### config.mk
export PLATFORM = sky130hd
export DESIGN_NAME = ysyx_22050019_if_fetch_flat
export DESIGN_NICKNAME = d
export VERILOG_FILES = /design/src/rtl/ysyx_22050019_if_pkg.sv /design/src/rtl/ysyx_22050019_if_fetch_if.sv /design/src/rtl/ysyx_22050019_if_perf.sv /design/src/rtl/ysyx_22050019_if_fetch.sv /design/src/flat_wrapper.sv
export SDC_FILE = /design/constraint.sdc
export NUM_CORES = 1
export LEC_CHECK = 0
export CORE_ASPECT_RATIO = 1.75
export CORE_MARGIN = 1.5
export CORE_UTILIZATION = 30
export CTS_BUF_LIST = sky130_fd_sc_hd__clkbuf_8
export CTS_CLUSTER_DIAMETER = 60
export DETAILED_ROUTE_END_ITERATION = 16
export DONT_BUFFER_PORTS = 1
export PLACE_DENSITY_LB_ADDON = 0.2
export SLEW_MARGIN = 20
export SYNTH_ARGS = -nofsm -noshare
export SYNTH_HDL_FRONTEND = slang
export SYNTH_HIERARCHICAL = 1
export SYNTH_SLANG_ARGS = --single-unit
export TNS_END_PERCENT = 50
### constraint.sdc
create_clock -name clk -period 6.5 [get_ports clk]
set_clock_uncertainty 0.05 [all_clocks]
set_input_delay 0.975 -clock clk [delete_from_list [all_inputs] [get_ports clk]]
set_output_delay 0.975 -clock clk [all_outputs]
set_load 0.05 [all_outputs]
### src/rtl/ysyx_22050019_if_pkg.sv
// Shared types and constants for the ysyx_22050019 instruction fetch unit.
package ysyx_22050019_if_pkg;

  typedef enum logic [1:0] {
    IDLE = 2'd0,
    REQ  = 2'd1,
    WAIT = 2'd2,
    HOLD = 2'd3
  } fetch_state_e;

  localparam logic [63:0] RESET_PC_DEFAULT = 64'h8000_0000;
  localparam logic [31:0] INST_BUBBLE      = 32'h0;

  // Memory is addressed in doublewords; the low three PC bits never reach the bus.
  function automatic logic [63:0] dword_addr(input logic [63:0] pc);
    return {pc[63:3], 3'b000};
  endfunction

  // Pick the 32-bit instruction out of the returned doubleword using PC bit 2.
  function automatic logic [31:0] select_word(input logic [63:0] data, input logic upper);
    return upper ? data[63:32] : data[31:0];
  endfunction

endpackage

### src/rtl/ysyx_22050019_if_fetch_if.sv
// Valid/ready instruction memory bus between the fetch unit (master) and memory (slave).
// Fields map to mem_req_valid_o/mem_req_ready_i/mem_req_addr_o and
// mem_rsp_valid_i/mem_rsp_data_i/mem_rsp_ready_o as seen from the fetch unit.
interface ysyx_22050019_if_fetch_if;
  logic        req_valid;
  logic        req_ready;
  logic [63:0] req_addr;
  logic        rsp_valid;
  logic [63:0] rsp_data;
  logic        rsp_ready;

  modport master (
    output req_valid, req_addr, rsp_ready,
    input  req_ready, rsp_valid, rsp_data
  );

  modport slave (
    input  req_valid, req_addr, rsp_ready,
    output req_ready, rsp_valid, rsp_data
  );
endinterface

### src/rtl/ysyx_22050019_if_perf.sv
// Fetch performance counters; only present when YSYX_22050019_IF_PERF_EN is defined.
// Both counters start at zero and wrap at 64 bits.
`ifdef YSYX_22050019_IF_PERF_EN
module ysyx_22050019_if_perf (
  input  logic        clk,
  input  logic        rst_n,
  input  logic        fetch_evt_i,
  input  logic        kill_evt_i,
  output logic [63:0] perf_fetch_cnt_o,
  output logic [63:0] perf_kill_cnt_o
);
  logic [63:0] fetch_cnt_d, fetch_cnt_q;
  logic [63:0] kill_cnt_d,  kill_cnt_q;

  // Bump each counter on its one-cycle event strobe.
  always_comb begin
    fetch_cnt_d = fetch_cnt_q + (fetch_evt_i ? 64'd1 : 64'd0);
    kill_cnt_d  = kill_cnt_q  + (kill_evt_i  ? 64'd1 : 64'd0);
  end

  // Counter registers.
  always_ff @(posedge clk or negedge rst_n) begin
    if (!rst_n) begin
      fetch_cnt_q <= 64'd0;
      kill_cnt_q  <= 64'd0;
    end else begin
      fetch_cnt_q <= fetch_cnt_d;
      kill_cnt_q  <= kill_cnt_d;
    end
  end

  assign perf_fetch_cnt_o = fetch_cnt_q;
  assign perf_kill_cnt_o  = kill_cnt_q;
endmodule
`endif

### src/rtl/ysyx_22050019_if_fetch.sv
// Instruction fetch unit: one outstanding doubleword read at a time, presents
// pc/inst/commite to IF/ID, holds while stalled and discards work on a jump.
// Optional perf counters are enabled by defining YSYX_22050019_IF_PERF_EN.
module ysyx_22050019_if_fetch
  import ysyx_22050019_if_pkg::*;
#(
  parameter logic [63:0] RESET_PC = RESET_PC_DEFAULT
) (
  input  logic                            clk,
  input  logic                            rst_n,
  ysyx_22050019_if_fetch_if.master        mem,
  input  logic                            jump_valid_i,
  input  logic [63:0]                     jump_pc_i,
  input  logic                            if_id_stall_i,
  output logic [63:0]                     pc_o,
  output logic [31:0]                     inst_o,
  output logic                            commite_o
`ifdef YSYX_22050019_IF_PERF_EN
  ,
  output logic [63:0]                     perf_fetch_cnt_o,
  output logic [63:0]                     perf_kill_cnt_o
`endif
);

  fetch_state_e state_d, state_q;
  logic [63:0]  fetch_pc_d, fetch_pc_q;
  logic         kill_d, kill_q;
  logic         req_valid_d, req_valid_q;
  logic [63:0]  req_addr_d, req_addr_q;
  logic         rsp_ready_d, rsp_ready_q;
  logic [63:0]  pc_d, pc_q;
  logic [31:0]  inst_d, inst_q;
  logic         commite_d, commite_q;

  logic [63:0]  jump_target;
  logic [63:0]  seq_pc;

  assign jump_target = {jump_pc_i[63:2], 2'b00};
  assign seq_pc      = fetch_pc_q + 64'd4;

  // Next-state logic: a jump always retargets fetch_pc; an in-flight read is
  // never retracted, it is just marked with kill and thrown away on return.
  always_comb begin
    state_d     = state_q;
    fetch_pc_d  = fetch_pc_q;
    kill_d      = kill_q;
    req_valid_d = req_valid_q;
    req_addr_d  = req_addr_q;
    rsp_ready_d = rsp_ready_q;
    pc_d        = pc_q;
    inst_d      = inst_q;
    commite_d   = commite_q;
    case (state_q)
      IDLE: begin
        fetch_pc_d  = jump_valid_i ? jump_target : fetch_pc_q;
        req_valid_d = 1'b1;
        req_addr_d  = dword_addr(fetch_pc_d);
        state_d     = REQ;
      end
      REQ: begin
        if (jump_valid_i) begin
          fetch_pc_d = jump_target;
          kill_d     = 1'b1;
        end
        if (mem.req_ready) begin
          req_valid_d = 1'b0;
          rsp_ready_d = 1'b1;
          state_d     = WAIT;
        end
      end
      WAIT: begin
        if (mem.rsp_valid) begin
          rsp_ready_d = 1'b0;
          if (kill_q || jump_valid_i) begin
            kill_d      = 1'b0;
            fetch_pc_d  = jump_valid_i ? jump_target : fetch_pc_q;
            req_valid_d = 1'b1;
            req_addr_d  = dword_addr(fetch_pc_d);
            state_d     = REQ;
          end else begin
            commite_d = 1'b1;
            pc_d      = fetch_pc_q;
            inst_d    = select_word(mem.rsp_data, fetch_pc_q[2]);
            state_d   = HOLD;
          end
        end else if (jump_valid_i) begin
          fetch_pc_d = jump_target;
          kill_d     = 1'b1;
        end
      end
      HOLD: begin
        if (jump_valid_i || !if_id_stall_i) begin
          commite_d   = 1'b0;
          inst_d      = INST_BUBBLE;
          fetch_pc_d  = jump_valid_i ? jump_target : seq_pc;
          req_valid_d = 1'b1;
          req_addr_d  = dword_addr(fetch_pc_d);
          state_d     = REQ;
        end
      end
      default: state_d = IDLE;
    endcase
  end

  // State and registered outputs; reset returns to IDLE immediately.
  always_ff @(posedge clk or negedge rst_n) begin
    if (!rst_n) begin
      state_q     <= IDLE;
      fetch_pc_q  <= RESET_PC;
      kill_q      <= 1'b0;
      req_valid_q <= 1'b0;
      req_addr_q  <= 64'd0;
      rsp_ready_q <= 1'b0;
      pc_q        <= 64'd0;
      inst_q      <= INST_BUBBLE;
      commite_q   <= 1'b0;
    end else begin
      state_q     <= state_d;
      fetch_pc_q  <= fetch_pc_d;
      kill_q      <= kill_d;
      req_valid_q <= req_valid_d;
      req_addr_q  <= req_addr_d;
      rsp_ready_q <= rsp_ready_d;
      pc_q        <= pc_d;
      inst_q      <= inst_d;
      commite_q   <= commite_d;
    end
  end

  assign mem.req_valid = req_valid_q;
  assign mem.req_addr  = req_addr_q;
  assign mem.rsp_ready = rsp_ready_q;
  assign pc_o          = pc_q;
  assign inst_o        = inst_q;
  assign commite_o     = commite_q;

  // Memory must only answer while a read is outstanding.
  rsp_only_in_wait: assert property (@(posedge clk) disable iff (!rst_n)
    mem.rsp_valid |-> (state_q == WAIT));

`ifdef YSYX_22050019_IF_PERF_EN
  logic fetch_evt;
  logic kill_evt;

  assign fetch_evt = (state_q == WAIT) && mem.rsp_valid && !kill_q && !jump_valid_i;
  assign kill_evt  = ((state_q == WAIT) && mem.rsp_valid && (kill_q || jump_valid_i)) ||
                     ((state_q == HOLD) && jump_valid_i);

  ysyx_22050019_if_perf u_perf (
    .clk              (clk),
    .rst_n            (rst_n),
    .fetch_evt_i      (fetch_evt),
    .kill_evt_i       (kill_evt),
    .perf_fetch_cnt_o (perf_fetch_cnt_o),
    .perf_kill_cnt_o  (perf_kill_cnt_o)
  );
`endif

endmodule

### src/flat_wrapper.sv
// flat-port wrapper written by rule: the top's interface ports become plain ports
module ysyx_22050019_if_fetch_flat import ysyx_22050019_if_pkg::*;
#(
  parameter logic [63:0] RESET_PC = RESET_PC_DEFAULT
)
  (clk, rst_n, jump_valid_i, jump_pc_i, if_id_stall_i, pc_o, inst_o, commite_o, mem_req_valid, mem_req_addr, mem_rsp_ready, mem_req_ready, mem_rsp_valid, mem_rsp_data);
  ysyx_22050019_if_fetch_if mem_i ();
  input  logic clk;
  input  logic rst_n;
  input  logic jump_valid_i;
  input  logic [63:0] jump_pc_i;
  input  logic if_id_stall_i;
  output logic [63:0] pc_o;
  output logic [31:0] inst_o;
  output logic commite_o;
  output wire logic [$bits(mem_i.req_valid)-1:0] mem_req_valid;
  output wire logic [$bits(mem_i.req_addr)-1:0] mem_req_addr;
  output wire logic [$bits(mem_i.rsp_ready)-1:0] mem_rsp_ready;
  input wire logic [$bits(mem_i.req_ready)-1:0] mem_req_ready;
  input wire logic [$bits(mem_i.rsp_valid)-1:0] mem_rsp_valid;
  input wire logic [$bits(mem_i.rsp_data)-1:0] mem_rsp_data;
  assign mem_req_valid = mem_i.req_valid;
  assign mem_req_addr = mem_i.req_addr;
  assign mem_rsp_ready = mem_i.rsp_ready;
  assign mem_i.req_ready = mem_req_ready;
  assign mem_i.rsp_valid = mem_rsp_valid;
  assign mem_i.rsp_data = mem_rsp_data;
  ysyx_22050019_if_fetch #(.RESET_PC(RESET_PC)) u_core (.clk(clk), .rst_n(rst_n), .mem(mem_i), .jump_valid_i(jump_valid_i), .jump_pc_i(jump_pc_i), .if_id_stall_i(if_id_stall_i), .pc_o(pc_o), .inst_o(inst_o), .commite_o(commite_o));
endmodule
==> results of run 1 <==
[area by class of cell]
type | count | area share, %
flip-flops and latches | 223 | 42.9
clock inverters | 17 | 0.817
inverters | 21 | 0.606
repair buffers | 14 | 0.808
well taps | 490 | 4.71
clock buffers | 49 | 5.18
diodes | 3 | 0.0577
multi-input cells | 869 | 44.9
[through the flow]
step	power (mW)	setup WS, ns	util, %	std cells	hold WS, ns
2_1_floorplan	4.57	3.90	-	1215	0.456
3_3_place_gp	5.00	2.75	31.1	1617	0.477
3_5_place_dp	5.04	2.67	31.1	1617	0.495
4_1_cts	6.42	2.68	33.1	1683	0.00714
5_1_grt	6.67	2.50	33.1	1686	0.0200
6_report	6.32	2.75	33.1	1686	0.0665
[kinds of logic (layout without fill, tap and decap cells)]
kind of cell	after synthesis	in the layout	synth area share (%)
adder cells (fa/ha/maj)	5	5	0.524
XOR/XNOR	76	76	5.57
multiplexers	133	133	12.0
AND/OR/NAND/NOR	397	397	16.9
other	1	8	0.0314
flip-flops	223	223	46.7
AO/OA/AOI/OAI	253	253	13.4
buffers and inverters	123	101	4.76
[layer usage]
layer,wire [um],GRT usage [%],vias to the layer above
met5,0,0,-
met4,1770,9.63,0
met3,2680,5.34,81
met2,21800,36.9,303
met1,14500,20.2,4485
li1,-,-,4234
[state kept, by name, indices dropped and copies added (netlist names)]
name and cells:
u_core/mem.req_valid 1, u_core/inst_o 32, u_core/state_q 2, u_core/pc_o 62, u_core/fetch_pc_q 62, u_core/mem.req_addr 61, u_core/mem.rsp_ready 1, u_core/commite_o 1
u_core/kill_q 1
[Yosys cell counts, types with 3 or more instances]
cell type,n,area share [%]
clkbuf_1,67,2.1
o2bb2ai_1,8,0.59
or4_1,3,0.19
a22o_1,4,0.29
buf_4,9,0.57
o21ai_1,10,0.42
and4_1,6,0.44
o221ai_1,9,0.66
nand4_1,33,1.7
and2_1,6,0.31
mux2_2,84,7.9
buf_6,6,0.57
nand2_1,156,4.9
mux2i_1,48,4.0
dfrtp_1,222,46
xnor2_1,48,3.5
nor3_1,29,1.2
o21ai_0,80,3.4
o31a_1,8,0.59
o21a_1,3,0.19
o31ai_1,45,2.8
buf_1,4,0.13
ha_1,5,0.52
o22ai_1,6,0.31
nand2b_1,7,0.37
nor4_1,15,0.79
and3_1,15,0.79
nor4_2,4,0.42
a21boi_0,7,0.44
inv_1,21,0.66
or3_1,7,0.37
a21oi_1,47,2.0
buf_2,13,0.54
xor2_1,28,2.1
a31oi_1,7,0.37
nand3_1,33,1.4
or4_4,4,0.38
nor2_1,60,1.9
nor2b_1,3,0.16
[power breakdown]
group          switching (mW)  internal [mW]
Combinational           0.719          0.521
Sequential               1.91           1.83
Clock                   0.626          0.717
[worst paths after layout]
kind | start | to | cells past startpoint
setup / recovery | u_core/state_q[0]$_DFFE_PN0P_ | u_core/mem.req_addr[20]$_DFFE_PN0P_ | 8
hold / removal | rst_n | u_core/inst_o[8]$_DFFE_PN0P_ | 0
setup reg to reg | u_core/state_q[0]$_DFFE_PN0P_ | u_core/mem.req_addr[20]$_DFFE_PN0P_ | 8
hold reg to reg | u_core/kill_q$_DFFE_PN0P_ | u_core/kill_q$_DFFE_PN0P_ | 2
max in group asynchronous | rst_n | u_core/pc_o[40]$_DFFE_PN0P_ | 0
min in group clk | mem_rsp_valid | u_core/kill_q$_DFFE_PN0P_ | 1
==> impl_metrics.toml, run 1 <==
[outcome]
status = "completed"

[placement]
port_buffers = 0
placed_area_mm2 = 0.0122
globalplace.congestion = 0.824
dpl.hpwl_um = 28000

[yosys]
syn-mean-instance-area_um2 = 9.87
synth_edf_count = 0
syn-cell-area_mm2 = 0.0119
ys_seq_elements = 223
async_reset_ff_share_pct = 100
ys_types = 70
synth_warnings = 6
ys_seq_area_share_pct = 46.7
synthesis.instances = 1211
ys.flop_type = "dfrtp_1"

[clock_network]
cts_root_buf = "clkbuf_8"
cts_tree = "yes"
numCtsBuffers = 37
cts_resized = 0
cts_buffer_depth = 3
hold_buffers = 0
worstSkewPairLatency_ns = 0.58
cts_num_sinks = 223
clk_transition_reported_paths_ns = 0.06
post_cts_buffers = 0
htreeDepth = 2

[sta]
max-slew-margin-rel_pct = 28.4
drv_slew = 0
worst_pin_slew_ns = 1.07
fmax_mhz = 267
setup_viol = 0
fin_crit_sh_pct = 57.7
fin_tns_setup_ns = 0
grt_setup_unrepaired = "no"
period_needed_ns = 3.75
hold_viol = 0

[layout]
fill_cells = 4015
seq_area_mm2 = 0.00558
fin_area_mm2 = 0.0130
layout.nets = 1305
final_common_cell = "dfrtp_1"
multi_input_area_mm2 = 0.00584
drive_above_1_share_pct = 16.2
syn2layout_area_growth_pct = 8.90
layout_common_cells = "221 x dfrtp_1, 155 x nand2_1, 84 x mux2_2"

[pwr]
p_leak_nw = 5.45
powerDensity_mw_per_mm2 = 486
ir_drop_uv = 262

[global_route]
grt_overflow = 0
antenna_found_initial = 3
gr-usage-all-layers_pct = 19.8
grt_max_degree = 224
grt_pass1_vias = 9219
grt_pass1_wl_um = 60800

[critical_path]
cp_max_fo = 37
cpMostUsedCell = "nand3_1"
slowest_stage = "ha_2"
cp-end-kind = "flip-flop"
crit_required_ns = 6.92
crit_chain = "ha_2, buf_4, and3_1, nand3_1, nor3_1, nand3_1, xor2_1, a221oi_1"
cp_slowest_stage_delay_ns = 0.78
cp_top_family = "simple AND/OR/NAND/NOR gates"
r2r_setup_slack_ns = 2.75
path_buf_inv = 1
crit_type = "reg2reg"
arrival_ns = 4.17
start_kind = "flip-flop"

[floorplanning]
die_x_um = 154
fp.coreArea_mm2 = 0.0393
rows = 96
dieArea_mm2 = 0.0411
start_util_pct = 30.4
io-pin-count = 297
die_h_um = 267

[run]
maxCapViolCount = 0

[routing]
vias = 9103
vias_per_cell = 5.40
dr.pass1.iters = 5
ant_nets = 0
drt_iter0_drc = 426
route.detailed.drc = 0
routed_wl_um = 40700
avgRoutedWirePerCell_um = 24.2

[min_path]
min_path_type = "in2async"
Power figures use the tool's default switching activity.
==> inputs of run 2 (changes only) <==
==> constraint.sdc (replaced) <==
create_clock -name clk -period 3.3 [get_ports clk]
set_clock_uncertainty 0.05 [all_clocks]
set_input_delay 0.495 -clock clk [delete_from_list [all_inputs] [get_ports clk]]
set_output_delay 0.495 -clock clk [all_outputs]
set_load 0.05 [all_outputs]
==> impl_metrics.toml, run 2 (synthesized netlist as in run 1, its figures left out) <==
[sta]
max-slew-margin-rel_pct = 32.2
drv_slew = 0
fin_crit_sh_pct = 89.0
hold_viol = 223
fin_hold_ws_ns = -0.421
setup_viol = 0
grt_setup_unrepaired = "no"
period_needed_ns = 2.94
worst_pin_slew_ns = 1.01
fin_tns_setup_ns = 0
fmax_mhz = 340

[clock_network]
cts_num_sinks = 223
htreeDepth = 2
numCtsBuffers = 39
hold_buffers = 15
cts_root_buf = "clkbuf_8"
post_cts_buffers = 0
cts_tree = "yes"
cts_buffer_depth = 3
clk_transition_reported_paths_ns = 0.06
cts_resized = 0
worstSkewPairLatency_ns = 0.56

[floorplanning]
die_x_um = 154
start_util_pct = 30.4
die_h_um = 267
fp.coreArea_mm2 = 0.0393
rows = 96
dieArea_mm2 = 0.0411
io-pin-count = 297

[critical_path]
crit_type = "reg2reg"
start_kind = "flip-flop"
startpoint = "u_core/state_q[0]$_DFFE_PN0P_"
r2r_end = "u_core/mem.req_addr[41]$_DFFE_PN0P_"
cp_max_fo = 20
arrival_ns = 3.27
r2r_start = "u_core/state_q[0]$_DFFE_PN0P_"
cp-end-kind = "flip-flop"
r2r_setup_slack_ns = 0.36
setup.worst_path.end = "u_core/mem.req_addr[41]$_DFFE_PN0P_"
crit_required_ns = 3.63
ff2ff_path_depth = 7

[global_route]
grt_pass1_wl_um = 61800
grt_overflow = 0
grt_max_degree = 224
gr-usage-all-layers_pct = 20.0
antenna_found_initial = 2
grt_pass1_vias = 9700

[min_path]
min_path_type = "in2async"

[pwr]
p_leak_nw = 5.62
powerDensity_mw_per_mm2 = 936
total_power_mw = 12.4
ir_drop_uv = 430

[layout]
fin_cells = 1720
fill_cells = 3988
drive_above_1_share_pct = 17.2
final_common_cell = "dfrtp_1"
finish.utilization_pct = 33.8
layout.nets = 1343
layout_common_cells = "221 x dfrtp_1, 155 x nand2_1, 84 x mux2_2"
syn2layout_area_growth_pct = 11.2
multi_input_area_mm2 = 0.00584
seq_area_mm2 = 0.00558
fin_area_mm2 = 0.0133

[placement]
placed_area_mm2 = 0.0124
globalplace.congestion = 0.802
numPlacedInstances = 1638
port_buffers = 0
dpl.hpwl_um = 28800

[outcome]
status = "finished with violations"
failed_checks = "hold timing"

[routing]
vias_per_cell = 5.43
dr.pass1.iters = 5
avgRoutedWirePerCell_um = 23.9
routed_wl_um = 41100
drt_iter0_drc = 414
ant_nets = 0
vias = 9333
route.detailed.drc = 0

[run]
maxCapViolCount = 0
[run 2: changes by cell type in the layout (fill, tap and decap cells not counted)]
cell / before / now
clkinv_2: 7 / 8
buf_12: 0 / 1
diode_2: 3 / 1
dlygate4sd3_1: 0 / 15
bufinv_16: 1 / 0
inv_1: 27 / 29
nand2_4: 1 / 0
buf_4: 14 / 34
clkinvlp_4: 2 / 0
nand2_2: 0 / 1
[run 2: worst min path at each step]
stage                                    to  slack, ns
2_1_floorplan  u_core/commite_o$_DFFE_PN0P_       0.15
3_3_place_gp   u_core/inst_o[5]$_DFFE_PN0P_       0.16
3_5_place_dp   u_core/inst_o[5]$_DFFE_PN0P_       0.16
4_1_cts        u_core/inst_o[5]$_DFFE_PN0P_      -0.47
5_1_grt        u_core/inst_o[5]$_DFFE_PN0P_      -0.46
6_report       u_core/inst_o[5]$_DFFE_PN0P_      -0.42
[run 2: critical path, stage by stage (launching register included)]
cell      delay [ns]
dfrtp_1         0.43
inv_1           0.07
ha_1            0.26
nand2b_1        0.24
a21oi_1         0.19
or3_4           0.50
nor2_1          0.81
a22oi_1         0.20
[run 2: through the flow]
| step | setup slack, ns | hold slack, ns |
|---|---|---|
| 2_1_floorplan | 1.05 | 0.149 |
| 3_3_place_gp | 0.398 | 0.158 |
| 3_5_place_dp | 0.359 | 0.159 |
| 4_1_cts | 0.339 | -0.468 |
| 5_1_grt | 0.170 | -0.455 |
| 6_report | 0.363 | -0.421 |
[run 2: power by group]
group,switching (mW),leakage [nW],internal [mW]
clock network,1.21,0.432,1.33
registers,3.68,2.79,3.60
logic,1.52,2.40,1.10
[run 2: cell type report]
cell class	instances	share of cell area [%]
Clock buffer	49	5.07
Timing Repair Buffer	50	3.20
Inverter	21	0.593
Tap cell	490	4.61
Multi-Input combinational cell	869	43.9
Antenna cell	1	0.0188
Clock inverter	17	0.556
Sequential cell	223	42.0
[run 2: per-layer routing]
layer  global-route usage, %  vias up  wire length (um)
li1                        -     4304                 -
met1                    20.3     4603             14300
met2                    38.1      329             22500
met3                    4.92       95              2610
met4                    9.21        2              1720
met5                       0        -                12
==> inputs of run 3 (changes only) <==
--- a/config.mk
+++ b/config.mk
@@ -12,7 +12,10 @@
 export CTS_CLUSTER_DIAMETER = 60
 export DETAILED_ROUTE_END_ITERATION = 16
 export DONT_BUFFER_PORTS = 1
+export HOLD_SLACK_MARGIN = 0.12
 export PLACE_DENSITY_LB_ADDON = 0.2
+export REMOVE_ABC_BUFFERS = 1
+export SETUP_SLACK_MARGIN = 0.4
 export SLEW_MARGIN = 20
 export SYNTH_ARGS = -nofsm -noshare
 export SYNTH_HDL_FRONTEND = slang
==> impl_metrics.toml, run 3 (synthesized netlist as in run 1, its figures left out) <==
[outcome]
status = "finished with violations"
failed_checks = "hold timing"

[sta]
fin_tns_setup_ns = 0
layout_setup_ws_ns = 0.589
drv_slew = 0
fin_crit_sh_pct = 82.2
fin_hold_ws_ns = -0.417
hold_viol = 223
period_needed_ns = 2.71
max-slew-margin-rel_pct = 48.1
setup_viol = 0
fmax_mhz = 369
worst_pin_slew_ns = 0.775
grt_setup_unrepaired = "no"

[routing]
ant_nets = 0
avgRoutedWirePerCell_um = 23.2
route.detailed.drc = 0
vias_per_cell = 5.37
vias = 9684
drt_iter0_drc = 517
dr.pass1.iters = 4
routed_wl_um = 41900

[layout]
final_common_cell = "dfrtp_1"
layout.nets = 1425
layout_common_cells = "221 x dfrtp_1, 155 x nand2_1, 92 x dlygate4sd3_1"
fin_area_mm2 = 0.0143
syn2layout_area_growth_pct = 19.8
finish.utilization_pct = 36.4
drive_above_1_share_pct = 16.9

[critical_path]
cp-end-kind = "flip-flop"
arrival_ns = 3.10
cp_slowest_stage_delay_ns = 0.66
cp_top_family = "simple AND/OR/NAND/NOR gates"
crit_chain = "and4_1, and2_1, nand3_1, nor4_2, o21ai_0, o2bb2ai_1"
path_buf_inv = 0
crit_type = "reg2reg"
crit_required_ns = 3.69
cp_max_fo = 9
slowest_stage = "nor4_2"
start_kind = "flip-flop"

[floorplanning]
die_h_um = 267
fp.coreArea_mm2 = 0.0393
die_x_um = 154
rows = 96
io-pin-count = 297
start_util_pct = 30.4
dieArea_mm2 = 0.0411

[clock_network]
clk_transition_reported_paths_ns = 0.07
cts_root_buf = "clkbuf_8"
post_cts_buffers = 0
cts_tree = "yes"
hold_buffers = 93
cts_resized = 0
numCtsBuffers = 37
worstSkewPairLatency_ns = 0.56
cts_buffer_depth = 3
htreeDepth = 2
cts_num_sinks = 223

[run]
maxCapViolCount = 0

[global_route]
grt_pass1_vias = 9937
antenna_found_initial = 4
grt_pass1_wl_um = 62300
gr-usage-all-layers_pct = 20.1
grt_overflow = 0
grt_max_degree = 224

[pwr]
switching_share_pct = 49.6
p_sw_mw = 6.46
powerDensity_mw_per_mm2 = 910
p_comb_share_pct = 21.8
power_frac_seq_pct = 55.8
p_leak_nw = 6.03
ir_drop_uv = 252
pwr-share-clk_pct = 22.4
intPower_mw = 6.57

[placement]
pre_cts_ws_ns = 0.638
port_buffers = 0
dpl.hpwl_um = 28500
placed_area_mm2 = 0.0125
globalplace.congestion = 0.786

[min_path]
min_path_type = "in2async"
## run 3: stage by stage
step	cells	power, mW
6_report	1805	13.0
5_1_grt	1805	13.7
4_1_cts	1802	13.2
3_5_place_dp	1644	10.0
3_3_place_gp	1644	9.98
2_1_floorplan	1113	8.84
## run 3: metal layers
metal / GRT usage [%] / share of wire, %
met1: 20.5 / 36
met2: 38.6 / 55
met3: 4.50 / 5.8
met4: 8.61 / 3.8
met5: 0 / 0.033
## run 3: area by class of cell
cell class              instances  area [um2]
fillers                      3967       25000
multi-input cells             869        5840
flip-flops and latches        223        5580
repair buffers                134        1320
clock buffers                  52         716
well taps                     490         613
clock inverters                13         161
inverters                      21        78.8
diodes                          3        7.51
## run 3: path summary, 6_finish.rpt
check	slack, ns	cells past startpoint	endpoint	startpoint
worst min-delay path	-0.42	0	u_core/pc_o[57]$_DFFE_PN0P_	rst_n
worst max-delay path	0.59	6	u_core/fetch_pc_q[52]$_DFFE_PN0P_	u_core/fetch_pc_q[37]$_DFFE_PN0P_
max in group asynchronous	3.22	0	u_core/mem.req_addr[29]$_DFFE_PN0P_	rst_n
worst max register to register	0.59	6	u_core/fetch_pc_q[52]$_DFFE_PN0P_	u_core/fetch_pc_q[37]$_DFFE_PN0P_
min in group clk	0.16	3	u_core/state_q[1]$_DFFE_PN0P_	mem_req_ready
worst min register to register	0.53	1	u_core/pc_o[63]$_DFFE_PN0P_	u_core/fetch_pc_q[63]$_DFFE_PN0P_
## run 3: power groups by stage
stage / combinational (mW) / clock [mW] / sequential [mW]
finish: 2.84 / 2.92 / 7.27
global route: 3.16 / 3.13 / 7.40
CTS: 2.87 / 3.03 / 7.31
detailed placement: 2.67 / 0 / 7.37
global placement: 2.62 / 0 / 7.35
floorplan: 1.85 / 0 / 6.99
## run 3: worst reg2reg max path: stages (launching register included)
cell	delay, ns
dfrtp_1	0.57
and4_1	0.40
and2_1	0.29
nand3_1	0.31
nor4_2	0.67
o21ai_0	0.16
o2bb2ai_1	0.15
